[config.mk]
export PLATFORM = sky130hd
export DESIGN_NAME = reg_writeback_queue
export DESIGN_NICKNAME = d
export VERILOG_FILES = /design/src/rtl/reg_writeback_queue.sv
export SDC_FILE = /design/constraint.sdc
export NUM_CORES = 1
export LEC_CHECK = 0
export BUFFER_PORTS_ARGS = -buffer_cell sky130_fd_sc_hd__buf_2
export CORE_AREA = 2 2 128 130
export CTS_CLUSTER_DIAMETER = 50
export DETAILED_ROUTE_END_ITERATION = 8
export DIE_AREA = 0 0 130 132
export GPL_TIMING_DRIVEN = 1
export PLACE_DENSITY_LB_ADDON = 0.25
export SETUP_SLACK_MARGIN = 0.1
export SYNTH_ARGS = -nofsm -noshare
export SYNTH_HDL_FRONTEND = slang
export SYNTH_SLANG_ARGS = --single-unit
[constraint.sdc]
create_clock -name clk -period 3.34 [get_ports clk]
set_clock_uncertainty 0.05 [all_clocks]
set_input_delay 0.668 -clock clk [delete_from_list [all_inputs] [get_ports clk]]
set_output_delay 0.668 -clock clk [all_outputs]
set_load 0.02 [all_outputs]
[src/rtl/reg_writeback_queue.sv]
// reg_writeback_queue: in-order result buffer that drains one entry per cycle
// onto the register file write port. It also reports pending writes so that
// operand fetch can stall reads of stale values.
module reg_writeback_queue #(
  parameter int unsigned DATA_W = 32,
  parameter int unsigned ADDR_W = 4,
  parameter int unsigned DEPTH  = 4
) (
  input  logic                       clk,
  input  logic                       rst_n,
  input  logic                       res_valid,
  output logic                       res_ready,
  input  logic [ADDR_W-1:0]          res_dir,
  input  logic [DATA_W-1:0]          res_data,
  input  logic                       wb_en,
  output logic                       reg_write,
  output logic [ADDR_W-1:0]          dir_WR,
  output logic [DATA_W-1:0]          wr_data,
  input  logic [ADDR_W-1:0]          chk_dirA,
  input  logic [ADDR_W-1:0]          chk_dirB,
  output logic                       pendA,
  output logic                       pendB,
  output logic [$clog2(DEPTH):0]     occupancy
);

  localparam int unsigned PTR_W = $clog2(DEPTH);
  localparam int unsigned CNT_W = PTR_W + 1;

  logic [ADDR_W-1:0] dir_mem  [DEPTH];
  logic [DATA_W-1:0] data_mem [DEPTH];
  logic [DEPTH-1:0]  valid;
  logic [PTR_W-1:0]  wr_ptr;
  logic [PTR_W-1:0]  rd_ptr;
  logic [CNT_W-1:0]  count;
  logic              push;
  logic              pop;

  // A full FIFO refuses a push even when a pop happens in the same cycle,
  // which keeps res_ready a function of the registered count alone.
  assign res_ready = (count != CNT_W'(DEPTH));
  assign push      = res_valid && res_ready;
  assign pop       = wb_en && (count != '0);
  assign occupancy = count;

  // FIFO storage, pointers, count and the registered write-port stage.
  // Push and pop never target the same slot: that would need a full or an
  // empty FIFO, and neither allows the corresponding operation.
  always_ff @(posedge clk or negedge rst_n) begin
    if (!rst_n) begin
      for (int unsigned i = 0; i < DEPTH; i++) begin
        dir_mem[i]  <= '0;
        data_mem[i] <= '0;
      end
      valid     <= '0;
      wr_ptr    <= '0;
      rd_ptr    <= '0;
      count     <= '0;
      reg_write <= 1'b0;
      dir_WR    <= '0;
      wr_data   <= '0;
    end else begin
      if (push) begin
        dir_mem[wr_ptr]  <= res_dir;
        data_mem[wr_ptr] <= res_data;
        valid[wr_ptr]    <= 1'b1;
        wr_ptr           <= wr_ptr + PTR_W'(1);
      end
      if (pop) begin
        reg_write     <= 1'b1;
        dir_WR        <= dir_mem[rd_ptr];
        wr_data       <= data_mem[rd_ptr];
        valid[rd_ptr] <= 1'b0;
        rd_ptr        <= rd_ptr + PTR_W'(1);
      end else begin
        reg_write <= 1'b0;
      end
      case ({push, pop})
        2'b10:   count <= count + CNT_W'(1);
        2'b01:   count <= count - CNT_W'(1);
        default: count <= count;
      endcase
    end
  end

  // Hazard scoreboard: a register is pending while it sits in the FIFO or in
  // the output stage, since the register file commits on the falling edge.
  always_comb begin
    pendA = reg_write && (dir_WR == chk_dirA);
    pendB = reg_write && (dir_WR == chk_dirB);
    for (int unsigned i = 0; i < DEPTH; i++) begin
      if (valid[i] && (dir_mem[i] == chk_dirA)) pendA = 1'b1;
      if (valid[i] && (dir_mem[i] == chk_dirB)) pendB = 1'b1;
    end
  end

endmodule

# ---- Yosys cells after proc, flatten, opt, wreduce, memory -nomap -nowiden
# Index checks and enable logic that the tools add are counted.
dict set report op_classes {
  addsub 4
  order_cmp 7
  n_eq_ne 13
  muxes 28
  bitwise_logic 5
  n_reduce_logical 17
}
# operator n
set ops {}
lappend ops {{128-bit bitwise mux} 1}
lappend ops {{32-bit two-way mux} 3}
lappend ops {{32-bit binary-select mux with 2-bit select} 1}
lappend ops {{32-bit demux with 2-bit select} 1}
lappend ops {{4-bit == test} 10}
lappend ops {{4-bit two-way mux} 5}
lappend ops {{16-bit bitwise mux} 1}
lappend ops {{1-bit logical AND} 15}
lappend ops {{1-bit two-way mux} 11}
lappend ops {{4-bit binary-select mux with 2-bit select} 1}
lappend ops {{4-bit demux with 2-bit select} 1}
lappend ops {{3-bit greater-or-equal comparator (second input constant)} 2}
lappend ops {{2-bit by 3-bit < comparator with 1-bit output (second input constant)} 2}
lappend ops {{2-bit NOT with 3-bit output} 2}
lappend ops {{3-bit case mux with 2 select lines} 1}
lappend ops {{2-bit by 1-bit adder with 2-bit output (second input constant)} 2}
lappend ops {{4-bit bitwise AND} 1}
lappend ops {{1-bit demux with 2-bit select} 2}
lappend ops {{2-bit by 1-bit greater-or-equal comparator with 1-bit output (second input constant)} 2}
lappend ops {{4-bit NOT} 1}
lappend ops {{4-bit OR} 1}
lappend ops {{3-bit by 1-bit adder with 3-bit output (second input constant)} 1}
lappend ops {{3-bit by 1-bit < comparator with 1-bit output (second input constant)} 1}
lappend ops {{3-bit != test (second input constant)} 1}
lappend ops {{5 further kinds} 5}
dict set report word_totals {
  ff_bits 192
}

# ---- Longest topological paths before layout
# Gate-level depths: netlist of the first run.
dict set report logic_depth {
  word_depth 8
  depth_mapped 11
  mapped_depth_nobuf 10
}

# ---- Worst setup path after synthesis of the first run
# No wires, ideal clock.
dict set report synth_timing {
  path_type {input to register}
  start {input port wb_en}
  end {register count[2] (netlist: occupancy[2])}
  setup_ps 80
  arrival_ps 2202
  slack_ps 1008
  cell_stages 9
  cell_sequence {o31ai_4 > inv_2 > clkbuf_1 > ha_1 > inv_1 > fa_1 > xor2_1 > nor2_1 > xor2_1}
}
dict set report synth_via {
  elab_chain_cells 3
  word_cells_on_any_way 5
  cone_classes {2 x eq/ne; 1 x mux; 2 x reduce/logical}
}
# item line_no
set synth_rtl {}
lappend synth_rtl {{start: declaration} 15} ;# input logic wb_en,
lappend synth_rtl {{1-bit logical AND *} 42} ;# assign pop = wb_en && (count != '0);
lappend synth_rtl {{via pop} 36} ;# logic pop;
lappend synth_rtl {{2-bit by 1-bit == test with 1-bit output / 2-bit == test (equally long branches)} 77} ;# case ({push, pop})
lappend synth_rtl {{3-bit case mux with 2 select lines / 2-bit nonzero test (equally long branches)} --}
lappend synth_rtl {{end signal: assignment} 78} ;# 2'b10: count <= count + CNT_W'(1);
lappend synth_rtl {{end signal: assignment} 79} ;# 2'b01: count <= count - CNT_W'(1);
lappend synth_rtl {{end signal: assignment} 80} ;# default: count <= count;
lappend synth_rtl {{end: declaration} 34} ;# logic [CNT_W-1:0] count;
# Mark *: on every way through the listed nets, which the timed path passes. The rest lies on a longest branch.
# A chain may end at the register's enable or synchronous reset.

# ---- Worst setup path after layout of the first run
dict set report layout_timing {
  start {register dir_mem[6] (netlist bit)}
  end {output port pendB}
}
dict set report layout_via {
  elab_chain_cells 4
}
# item line_no
set layout_rtl {}
lappend layout_rtl {{start: declaration} 29} ;# logic [ADDR_W-1:0] dir_mem [DEPTH];
lappend layout_rtl {{start signal: indexed assignment} 63} ;# dir_mem[wr_ptr] <= res_dir;
lappend layout_rtl {{4-bit == test} 92} ;# if (valid[i] && (dir_mem[i] == chk_dirB)) pendB = 1'b1;
lappend layout_rtl {{1-bit logical AND} 92}
lappend layout_rtl {{1-bit two-way mux (2 in a row)} 92}
lappend layout_rtl {{end: declaration} 22} ;# output logic pendB,
# Every way passes these cells.

==> run summary, run 1 <==
Clock Pin Slew Worst Setup and Hold Paths = 0.07 ns
Leading cell types in the layout, fill and taps excluded = dfrtp_1 (190), mux2_4 (117), nand2_1 (110)
Crit path max fanout = 4
Global-route wire length before repair = 30600 um
Flops & latches, synth = 192
Grt met1 use = 32.1%
CP peak stage delay = 0.43 ns
Die Span X = 130 um
Slew @ Worst Pin = 0.757 ns
Die height = 132 um
Post-synth design cell area = 9310 sq um
Yosys warns = 0
Share of flip-flops with an asynchronous set or reset = 100%
Sequential share of the synthesized area = 51.6%
Clk_lat worst skew = 0.43 ns
Hold Path Class = in -> async
Overflow after GRT = 0
Post-CTS Hold Buffers = 0
Inst Count DP = 900
Clk sinks = 192
Final Slew Violations = 0
Syn Inst Count = 623
Worst R2R Path Depth = 10
Total track usage = 23.2%
Critical path endpoint category = output port
WP buf/inv = 1
Pwr per Cell Area = 1080 nW/um^2
Iter 0 DRT Violations = 303
CTS root buf = clkbuf_16
Setup TNS = 0 ns
Final worst-path setup slack = 0.931 ns
Min Tclk post-route = 2.41 ns
Most frequent CP cell = nand3_1
Final Wtd Congestion = 0.877
# IOs = 91
Top FF cell, synth = dfrtp_1
Clk buf depth = 2
Count of endpoints failing setup in the final report = 0
Post-Layout Cell Count = 933
CP Cell Sequence = xnor2_1 -> nand3_1 -> nor3_1 -> a31oi_1 -> nand3_1 -> buf_2
Via/cell ratio = 5.53
Synthesized area per cell = 14.9 sq um
DP Wirelength = 11200 um
Initial Utilization = 59.2%
Die area = 17200 sq um
Max IR drop VDD = 0.000546 V
Post-layout util = 66.2%
Worst reg2reg endpoint = occupancy[2]
Initial antenna violation count = 3
Worst hold slack = 0.246 ns
Post-synth EDFFs = 0
Area grow syn2layout = 11.7%
# Max-Cap Violations = 0
Met2 Track Usage GR = 37.4%
Fmax = 415 MHz
Num rows = 46
Family with the most delay on the worst path = simple AND/OR/NAND/NOR gates
Port Buffer Count = 90
Most common library cell in the layout ignoring fill and taps = dfrtp_1
Crit path kind = reg -> out
Period utilisation layout = 72.1%
Distinct cells, synth = 28
Met3 usage = 5.03%
Pre-antenna DRT Iters = 4
RSZ-0062 raised after global routing = no
Status = finished clean
Arr. time, crit path = 1.69 ns
Pre-CTS WS = 1.00 ns
Vias in the first global route = 5687
Core Box Area = 15700 sq um
Worst Path Required = 2.62 ns
Largest net degree at the start of global routing = 94
Final Hold Fails = 0
Slew headroom = 49.5%
Slowest CP cell = dfrtp_1
Setup bufs post-CTS = 0
Num CTS Buffers = 17
GR peak layer = met2
CTS tree = done
Share of layout cells above drive strength 1 = 44.4%
# H-tree levels = 4
Resized Gates After CTS = 0
Final #Nets = 761
Critical path launch point type = flip-flop
Final WL = 18500 um
Mapped Nets = 681
Leak = 5.14 nW
Remaining DRCs = 0
DRT antenna net count = 0
WL per Instance = 19.8 um
Via count = 5157
Flop2flop setup slack = 1.17 ns
RR Startpoint = occupancy[0]
-- layout make-up --
cell class	instances	area (sq um)
Fill cell	1148	5320
Sequential cell	192	4810
Multi-Input combinational cell	383	4100
Timing Repair Buffer	97	537
Clock buffer	23	478
Tap cell	216	270
Clock inverter	9	154
Inverter	12	45.0
Antenna cell	1	2.50
-- how the worst max path moves through the flow --
stage                           start            to  slack, ns  cells past startpoint
final                      dir_mem[6]         pendB       0.93                      6
after global routing       dir_mem[6]         pendB       0.81                      6
after CTS                  dir_mem[6]         pendB       0.92                      6
after detailed placement  chk_dirB[3]         pendB       1.00                      7
after global placement    chk_dirB[3]         pendB       1.09                      7
after floorplan                 wb_en  occupancy[2]       1.01                      9
-- cells in the mapped netlist (9+ instances only) --
| master | instances | share of area (%) |
|---|---|---|
| dfrtp_1 | 192 | 52 |
| mux2_4 | 117 | 19 |
| nand2_1 | 110 | 4.4 |
| mux4_2 | 36 | 8.7 |
| mux2_2 | 27 | 3.3 |
| xor2_1 | 24 | 2.3 |
| xnor2_1 | 21 | 2.0 |
| clkbuf_1 | 15 | 0.60 |
| buf_12 | 13 | 2.8 |
| nor3_1 | 10 | 0.54 |
| ha_1 | 9 | 1.2 |
| inv_1 | 9 | 0.36 |
-- where the power goes --
| group | switching, mW | internal, mW |
|---|---|---|
| Sequential | 0.915 | 3.52 |
| Combinational | 1.89 | 2.69 |
| Clock | 0.863 | 1.32 |
-- metrics by stage --
step	power, mW	area (sq um)
after CTS	11.3	10400
after floorplan	8.06	9310
after detailed placement	9.04	9760
after global placement	8.81	9760
final	11.2	10400
after global routing	11.8	10400
-- per-layer routing --
layer | vias up | share of wire [%]
met3 | 25 | 3.8
met5 | - | 0.13
met2 | 107 | 51
met4 | 4 | 1.3
met1 | 2708 | 44
li1 | 2313 | -
-- worst reg2reg max path, delay by kind of cell, from the launching register on --
| family | cells | cell delay [ns] |
|---|---|---|
| XOR/XNOR | 2 | 0.30 |
| adder cells (fa/ha/maj) | 2 | 0.57 |
| buffers and inverters | 3 | 0.26 |
| AND/OR/NAND/NOR | 3 | 0.46 |
| flip-flops | 1 | 0.45 |
-- registers in the layout (all words and copies together) (netlist names) --
name and flops:
wr_ptr 2, wr_data 32, rd_ptr 2, dir_WR 4
occupancy 3, valid 4, dir_mem 16, data_mem 128
reg_write 1
-- cells by family after synthesis --
group / Yosys count / synth area share [%]
DFF: 192 / 51.6
muxes: 181 / 31.0
and+or+nand+nor: 135 / 6.51
buffers and inverters: 48 / 4.30
xor gates and xnor gates: 45 / 4.23
AOI/OAI and AO/OA: 12 / 0.954
adders and majority gates: 10 / 1.42
(Power assumes the default switching activity.)
==> inputs of run 2 (changes only) <==
CORE_AREA = 2 2 129 131   (was 2 2 128 130)
DIE_AREA = 0 0 131 133   (was 0 0 130 132)
clock period = 2.4 ns   (was 3.34 ns; I/O delays follow)
==> run 2 against run 1 <==
Against the previous run: combinational power increased by 43%; non-clock buffer count grew 4; clock power rose by 29%; setup slack worse by 0.69 ns; sequential share of layout area decreased by 0.17 points; die area rose by 1.5%; sequential power rose by 37%; routed wire length grew 1.4%; critical path depth unchanged; via count increased by 0.17%; cell count rose by 0.96%.
==> run summary, run 2 (synthesis gave the netlist of run 1 again) <==
Status = finished clean
Share of layout cells above drive strength 1 = 45.0%
Post-Layout Cell Count = 942
Clock Pin Slew Worst Setup and Hold Paths = 0.07 ns
Iter 0 DRT Violations = 283
Grt met1 use = 32.2%
Worst Path Required = 1.87 ns
Area grow syn2layout = 12.1%
Biggest registers after layout = data_mem (128), wr_data (32), dir_mem (16)
Final Hold Fails = 0
Clk buf depth = 2
# IOs = 91
Critical path origin = dir_mem[6]
Hold Path Class = in -> reg
Via/cell ratio = 5.48
Period utilisation layout = 90.0%
Met2 Track Usage GR = 38.9%
GR peak layer = met2
Clk_lat worst skew = 0.43 ns
Vias in the first global route = 5724
Worst reg2reg endpoint = occupancy[2]
Initial antenna violation count = 2
Global-route wire length before repair = 31300 um
# Max-Cap Violations = 0
Clock share of power = 18.2%
Critical path endpoint category = output port
Slew @ Worst Pin = 0.615 ns
RR Startpoint = occupancy[0]
Most common library cell in the layout ignoring fill and taps = dfrtp_1
Combinational Power Share = 42.4%
WHS Path Cells = 2
Worst R2R Path Depth = 10
DRT antenna net count = 0
WL per Instance = 19.9 um
Leak = 5.14 nW
Pwr per Cell Area = 1480 nW/um^2
Die height = 133 um
Port Buffer Count = 90
Fmax = 463 MHz
Crit path max fanout = 4
Overflow after GRT = 0
Pint = 10.3 mW
Max reg flops = 128
Crit path kind = reg -> out
Arr. time, crit path = 1.63 ns
Setup TNS = 0 ns
Critical path launch point type = flip-flop
Initial Utilization = 57.6%
Min Tclk post-route = 2.16 ns
Leading cell types in the layout, fill and taps excluded = dfrtp_1 (190), mux2_4 (117), nand2_1 (110)
Count of endpoints failing setup in the final report = 0
Die Span X = 131 um
Total track usage = 23.6%
Final WL = 18700 um
Num rows = 47
Final Wtd Congestion = 0.851
Slew headroom = 59.0%
Inst Count DP = 907
Flop2flop setup slack = 0.30 ns
Pre-antenna DRT Iters = 4
Worst hold path startpoint = res_data[13]
DP Wirelength = 11600 um
Seq pwr share = 39.4%
CTS tree = done
Sw frac = 33.6%
CTS root buf = clkbuf_16
Switching pwr = 5.19 mW
Largest Register = data_mem
Final Slew Violations = 0
Met3 usage = 4.61%
Clk sinks = 192
Die area = 17400 sq um
Core Box Area = 16200 sq um
Num CTS Buffers = 17
# H-tree levels = 4
Final #Nets = 765
Max IR drop VDD = 0.000749 V
RSZ-0062 raised after global routing = no
Remaining DRCs = 0
Worst hold slack = 0.275 ns
Largest net degree at the start of global routing = 63
WHS Endpoint = data_mem[109]
Via count = 5166
==> run 2: cell count changes in the layout (fill, tap and decap cells not counted), moves of 2 or more <==
cell,before,now
buf_12,2,5
clkinv_4,0,2
inv_6,1,3
clkbuf_8,4,1
clkinvlp_4,2,5
bufinv_16,4,2
clkbuf_1,3,1
==> run 2: worst max path at each step <==
stage	end	slack [ns]
3_5_place_dp	occupancy[2]	0.30
3_3_place_gp	occupancy[2]	0.36
4_1_cts	pendB	0.23
2_1_floorplan	occupancy[2]	0.13
6_report	pendB	0.24
5_1_grt	occupancy[2]	0.10
==> run 2: metal layers <==
| metal | vias to the layer above | share of wire [%] |
|---|---|---|
| met5 | - | 0 |
| met4 | 0 | 0.74 |
| met3 | 10 | 4.2 |
| met2 | 100 | 51 |
| met1 | 2736 | 44 |
| li1 | 2320 | - |
==> run 2: per-stage QoR <==
stage / setup slack (ns) / util (%) / cell area [sq um] / power, mW
2_1_floorplan: 0.127 / - / 9310 / 11.2
3_3_place_gp: 0.356 / 60.8 / 9830 / 12.4
3_5_place_dp: 0.300 / 60.8 / 9830 / 12.7
4_1_cts: 0.234 / 64.5 / 10400 / 15.6
5_1_grt: 0.105 / 64.5 / 10400 / 16.4
6_report: 0.239 / 64.5 / 10400 / 15.4
==> run 2: cell type report <==
cell class                 count  area [sq um]
clock inverter                14           158
inverter                      12          45.0
clock buffer                  18           429
sequential                   192          4810
fill                        1217          5740
timing repair buffer         101           607
multi-input combinational    383          4110
antenna                        2          5.00
tap                          220           275
==> run 2: timing repair <==
action / in CTS / in global routing
endpoints found under the hold margin: 9 / 0
buffers inserted: 0 / 0
gates resized for setup: 0 / 1
hold buffers: 1 / 0
endpoints found under the setup margin: 0 / 1
==> run 2: worst max-delay path: stages, from the launching register on <==
cell     delay, ns
dfrtp_1       0.44
xnor2_1       0.18
nand3_1       0.09
nor3_1        0.18
a31oi_1       0.06
nand3_1       0.09
buf_2         0.17
==> run 2: power by group through the flow <==
stage               sequential [mW]  combinational (mW)  clock (mW)
finish                         6.08                6.55        2.82
global route                   6.29                7.08        3.02
CTS                            6.08                6.63        2.87
detailed placement             6.12                6.60           0
global placement               5.97                6.40           0
floorplan                      6.08                5.14           0
